==> src/rtl/mips_dbg_pkg.sv <==
// Shared definitions for the mips_core debug blocks: FSM encoding, header
// field layout and register-file geometry.
package mips_dbg_pkg;

    typedef enum logic [1:0] {
        IDLE     = 2'd0,
        WAIT_ACK = 2'd1,
        LOAD     = 2'd2,
        DONE     = 2'd3
    } state_t;

    localparam int REG_COUNT  = 32;
    localparam int REG_ADDR_W = 5;
    localparam int CNT_W      = 6;

    localparam logic [7:0] MAGIC_DEFAULT = 8'hA5;

    localparam int HDR_MAGIC_MSB = 31;
    localparam int HDR_MAGIC_LSB = 24;
    localparam int HDR_COUNT_MSB = 10;
    localparam int HDR_COUNT_LSB = 5;
    localparam int HDR_START_MSB = 4;
    localparam int HDR_START_LSB = 0;

    // A header is usable only with the right magic and a count of 1..REG_COUNT.
    function automatic logic header_ok(input logic [31:0] word, input logic [7:0] magic);
        logic [CNT_W-1:0] cnt;
        cnt = word[HDR_COUNT_MSB:HDR_COUNT_LSB];
        return (word[HDR_MAGIC_MSB:HDR_MAGIC_LSB] == magic) &&
               (cnt != '0) && (cnt <= CNT_W'(REG_COUNT));
    endfunction

endpackage

==> src/rtl/up_counter.sv <==
// Generic saturating up-counter with synchronous clear.
module up_counter #(
    parameter int               WIDTH = 8,
    parameter logic [WIDTH-1:0] MAX   = '1
) (
    input  logic             clk,
    input  logic             rst,
    input  logic             clr_i,
    input  logic             en_i,
    output logic [WIDTH-1:0] count_o
);

    logic [WIDTH-1:0] count_q;

    always_ff @(posedge clk) begin
        if (rst || clr_i) begin
            count_q <= '0;
        end else if (en_i && (count_q != MAX)) begin
            count_q <= count_q + {{(WIDTH-1){1'b0}}, 1'b1};
        end
    end

    assign count_o = count_q;

endmodule

==> src/rtl/regfile_preloader.sv <==
// Loads the mips_core register file from a header + data word stream while
// the core is held in a stall; write-side twin of the register dump.
module regfile_preloader
    import mips_dbg_pkg::*;
#(
    parameter logic [7:0] MAGIC       = MAGIC_DEFAULT,
    parameter int         ACK_TIMEOUT = 16
) (
    input  logic                  clk,
    input  logic                  rst,
    input  logic                  s_valid,
    output logic                  s_ready,
    input  logic [31:0]           s_data,
    output logic                  stall_req,
    input  logic                  stall_ack,
    output logic                  rf_we,
    output logic [REG_ADDR_W-1:0] rf_waddr,
    output logic [31:0]           rf_wdata,
    output logic                  busy,
    output logic                  done,
    output logic                  err
);

    localparam int TW = $clog2(ACK_TIMEOUT + 1);

    state_t                state_q, state_d;
    logic [REG_ADDR_W-1:0] addr_q, addr_d;
    logic [CNT_W-1:0]      remain_q, remain_d;
    logic                  rf_we_q, rf_we_d;
    logic [REG_ADDR_W-1:0] rf_waddr_q, rf_waddr_d;
    logic [31:0]           rf_wdata_q, rf_wdata_d;
    logic                  err_q, err_d;
    logic                  live_q;
    logic [TW-1:0]         timer;
    logic                  hs;

    up_counter #(
        .WIDTH (TW),
        .MAX   (TW'(ACK_TIMEOUT))
    ) u_ack_timer (
        .clk     (clk),
        .rst     (rst),
        .clr_i   (state_q != WAIT_ACK),
        .en_i    (state_q == WAIT_ACK),
        .count_o (timer)
    );

    // live_q keeps s_ready low on the first cycle out of reset.
    always_ff @(posedge clk) begin
        if (rst) begin
            state_q    <= IDLE;
            addr_q     <= '0;
            remain_q   <= '0;
            rf_we_q    <= 1'b0;
            rf_waddr_q <= '0;
            rf_wdata_q <= '0;
            err_q      <= 1'b0;
            live_q     <= 1'b0;
        end else begin
            state_q    <= state_d;
            addr_q     <= addr_d;
            remain_q   <= remain_d;
            rf_we_q    <= rf_we_d;
            rf_waddr_q <= rf_waddr_d;
            rf_wdata_q <= rf_wdata_d;
            err_q      <= err_d;
            live_q     <= 1'b1;
        end
    end

    assign s_ready = live_q && ((state_q == IDLE) || (state_q == LOAD));
    assign hs      = s_valid && s_ready;

    always_comb begin
        state_d    = state_q;
        addr_d     = addr_q;
        remain_d   = remain_q;
        rf_we_d    = 1'b0;
        rf_waddr_d = rf_waddr_q;
        rf_wdata_d = rf_wdata_q;
        err_d      = 1'b0;
        case (state_q)
            IDLE: begin
                if (hs) begin
                    if (header_ok(s_data, MAGIC)) begin
                        addr_d   = s_data[HDR_START_MSB:HDR_START_LSB];
                        remain_d = s_data[HDR_COUNT_MSB:HDR_COUNT_LSB];
                        state_d  = WAIT_ACK;
                    end else begin
                        err_d = 1'b1;
                    end
                end
            end
            WAIT_ACK: begin
                if (stall_ack) begin
                    state_d = LOAD;
                end else if (timer == TW'(ACK_TIMEOUT - 1)) begin
                    state_d = IDLE;
                    err_d   = 1'b1;
                end
            end
            LOAD: begin
                if (hs) begin
                    // r0 is hardwired zero: the word is consumed but never written.
                    if (addr_q != '0) begin
                        rf_we_d    = 1'b1;
                        rf_waddr_d = addr_q;
                        rf_wdata_d = s_data;
                    end
                    addr_d   = addr_q + 5'd1;
                    remain_d = remain_q - 6'd1;
                    if (remain_q == 6'd1) begin
                        state_d = DONE;
                    end
                end
            end
            DONE: begin
                state_d = IDLE;
            end
            default: begin
                state_d = IDLE;
            end
        endcase
    end

    assign stall_req = (state_q != IDLE);
    assign busy      = (state_q != IDLE);
    assign done      = (state_q == DONE);
    assign rf_we     = rf_we_q;
    assign rf_waddr  = rf_waddr_q;
    assign rf_wdata  = rf_wdata_q;
    assign err       = err_q;

endmodule

==> config.mk <==
export PLATFORM = sky130hd
export DESIGN_NAME = regfile_preloader
export DESIGN_NICKNAME = d
export VERILOG_FILES = /design/src/rtl/mips_dbg_pkg.sv /design/src/rtl/up_counter.sv /design/src/rtl/regfile_preloader.sv
export SDC_FILE = /design/constraint.sdc
export NUM_CORES = 1
export LEC_CHECK = 0
export CORE_MARGIN = 4
export CORE_UTILIZATION = 44
export CTS_CLUSTER_SIZE = 14
export DETAILED_ROUTE_END_ITERATION = 10
export GPL_ROUTABILITY_DRIVEN = 0
export PLACE_DENSITY = 0.76
export SYNTH_ARGS = -nofsm -noshare
export SYNTH_HDL_FRONTEND = slang
export SYNTH_SLANG_ARGS = --single-unit
==> constraint.sdc <==
create_clock -name clk -period 2.9 [get_ports clk]
set_clock_uncertainty 0.2 [all_clocks]
set_input_delay 0.58 -clock clk [delete_from_list [all_inputs] [get_ports clk]]
set_output_delay 0.58 -clock clk [all_outputs]
set_load 0.01 [all_outputs]
==> results of run 1 <==
[worst reg2reg max path: cells and delay by family, from the launching register on]
family | cells | cell delay (ns)
AND/OR/NAND/NOR | 3 | 0.86
buffers and inverters | 2 | 0.40
flip-flops | 1 | 0.33
adder cells (fa/ha/maj) | 1 | 0.16
AO/OA/AOI/OAI | 1 | 0.14
[layout by cell type (no fill, tap or decap), types with 3 or more instances in the layout]
cell              n
nand2_1          83
clkdlybuf4s50_1  77
dfxtp_1          58
a21oi_1          50
nor2_1           14
nand3_1          11
buf_4            11
clkbuf_8         10
inv_1             8
ha_1              7
nor3_1            6
o21ai_0           6
a31oi_1           4
o31ai_1           3
clkinv_2          3
clkbuf_1          3
[routing by layer]
layer	share of wire, %	track usage, %	wire (um)
met1	45	25.8	2930
met2	47	29.0	3050
met3	6.8	6.42	440
met4	1.5	7.02	96
met5	0	0	0
[how the worst min path moves through the flow]
stage	endpoint	slack, ns	depth (start not counted)
floorplan	remain_q[4]	0.25	2
global placement	rf_wdata[27]	0.24	2
detailed placement	rf_waddr[0]	0.25	2
CTS	rf_wdata[20]	0.26	2
global route	rf_wdata[25]	0.28	2
finish	rf_wdata[6]	0.25	2
[cell families (layout without fill, tap and decap cells)]
logic type | Yosys count | after routing
adder cells (fa/ha/maj) | 7 | 7
buffers and inverters | 31 | 115
multiplexers | 3 | 3
AO/OA/AOI/OAI | 81 | 81
flip-flops | 58 | 58
AND/OR/NAND/NOR | 134 | 134
XOR/XNOR | 2 | 2
[per-stage QoR]
stage | hold slack, ns | setup WS (ns) | util [%] | total power, mW | instance area [um2]
finish | 0.252 | 0.264 | 64.2 | 1.52 | 3550
global route | 0.277 | 0.184 | 64.2 | 1.59 | 3550
CTS | 0.257 | 0.311 | 64.2 | 1.54 | 3550
detailed placement | 0.247 | -0.0463 | 61.2 | 0.913 | 3390
global placement | 0.241 | -0.0356 | 61.2 | 0.915 | 3390
floorplan | 0.254 | 0.486 | - | 0.844 | 2520
[area by class of cell]
cell class	instances	area, um2	area share, %
Inverter	9	33.8	0.950
Sequential cell	58	1160	32.7
Tap cell	72	90.1	2.53
Multi-Input combinational cell	227	1230	34.5
Timing Repair Buffer	90	878	24.7
Clock buffer	13	149	4.19
Clock inverter	3	15.0	0.422
[flip-flops by register name, summed over array words and instances (netlist names), named ones only]
signal,count
live_q,1
remain_q,6
rf_wdata,32
addr_q,5
rf_we,1
err,1
u_ack_timer.count_o,5
state_q,1
rf_waddr,5
[power breakdown]
part | leakage [nW] | switching (mW) | internal [mW] | total [mW]
clock network | 0.0872 | 0.292 | 0.330 | 0.621
registers | 0.467 | 0.000737 | 0.798 | 0.799
logic | 0.651 | 0.0408 | 0.0570 | 0.0978
total | 1.21 | 0.333 | 1.19 | 1.52
==> qor.txt, run 1 <==
Average cell area after synthesis: 7.97 um2
Total GRT Usage: 19.3%
Cell count after placement: 456
Share of synthesized cell area in and, or, nand and nor gates: 23.6%
Final period utilization: 90.9%
Num CTS Buffers: 9
Min-delay src: rf_wdata[6]
Clk root buf: clkbuf_8
Top cell type's share of synthesized area: 46.1%
CP startpoint: s_data[5]
Largest net degree at the start of global routing: 48
Synthesis Warnings: 0
CP Capture Type: register
Nets: 438
IO Count: 79
FF-to-FF End: rf_wdata[16]
Share of layout cells above drive strength 1: 8.75%
Wire per inst: 13.8 um
Cell leakage power: 1.21 nW
Worst Setup EP: addr_q[3]
CP Data Arrival Time: 2.62 ns
Unique masters post-synth: 49
Buffers on Ports: 78
Max-slew headroom: 60.9%
Antenna Nets Post-Route: 0
Final Critical Period: 2.64 ns
Worst min-delay path class: reg2reg
Clk_lat worst skew: 0.32 ns
H-Tree Depth: 3
Top cells by area, synth: dfxtp_1 (46%), nand2_1 (12%), a21oi_1 (9.9%)
CP Depth: 6
Die W: 83.7 um
Crit path largest cell delay: 0.54 ns
Ys flop type: dfxtp_1
Number of max-cap violations: 0
Routed via count: 2439
DR iter-0 viols: 108
Layout fillers: 479
Area leader, netlist: dfxtp_1
Achievable Freq: 0.379 GHz
Crit path buf inv count: 1
Clock slew at reported path FFs: 0.07 ns
Die H: 83.7 um
Drt total wl: 6520 um
Post-synthesis register bit count: 58
Most frequent cell after synthesis: nand2_1
Final Setup Violations: 0
Seq/Total Area, Yosys: 46.1%
Portion of netlist area occupied by mux cells: 1.24%
Area Overhead vs Synth: 41.1%
Commonest cells in the netlist: nand2_1 (83), dfxtp_1 (58), a21oi_1 (50)
CP max FO: 11
Grt ovf: 0
Final Non-Filler Cells: 472
FF-to-FF Start: addr_q[0]
Die area: 7000 um2
Startpoint Class: primary input
Run status: finished, final reports clean
Synth Area in Compound Gates: 19.7%
Vias in the first global route: 2313
Worst VDD drop: 0.250 mV
Postcts setup bufs: 0
Async SR Flop Fraction: 0%
TritonRoute pass-1 iters: 4
Hold-fix buffers at CTS: 0
Antenna fix cells: 0
Number of synthesized flops with an enable pin: 0
Mapped Area: 2520 um2
Cell family contributing the most delay on the critical path: simple AND/OR/NAND/NOR gates
Site row count: 27
Post-Synth XOR/XNOR Area: 0.695%
Clock sink count: 58
DP Wirelength: 4620 um
Post-route DRC: 0
Post-CTS Resized: 0
Reg2Reg Depth: 7
R2R Setup Slk: 0.73 ns
Main combinational cell family by area after synthesis: simple AND/OR/NAND/NOR gates
Final Hold Viols: 0
Post-Synth Adder-Cell Area: 3.48%
Sum Neg Setup Slack: 0 ns
Crit Path Category: in2reg
RSZ-0062 raised after global routing: false
Net count after synthesis: 359
Initial Utilization: 45.5%
Worst path required time: 2.89 ns
Core Footprint: 5540 um2
TritonCTS clock tree: built
Clock Tree Buf Depth: 2
Post-Synthesis Cells: 316
Vias per cell: 5.17
CP Cell Sequence: clkdlybuf4s50_1, or4_4, or3_4, a31o_1, mux2i_1, a31oi_1
Pwr Density: 427 nW/um2
First-pass GRT wire length: 11200 um
Initial antenna violation count: 0
Slowest-stage cell, CP: or4_4
Worst Tran Pin Value: 0.586 ns
Fin. max-slew vios: 0
Note: power is estimated with default switching activity, not from simulation.
==> run 2: changes to the inputs <==
--- a/config.mk
+++ b/config.mk
@@ -11,6 +11,7 @@
 export DETAILED_ROUTE_END_ITERATION = 10
 export GPL_ROUTABILITY_DRIVEN = 0
 export PLACE_DENSITY = 0.76
+export SKIP_LAST_GASP = 1
 export SYNTH_ARGS = -nofsm -noshare
 export SYNTH_HDL_FRONTEND = slang
 export SYNTH_SLANG_ARGS = --single-unit
==> results of run 2 <==
No change in the layout: final DEF, timing and power equal those of run 1.
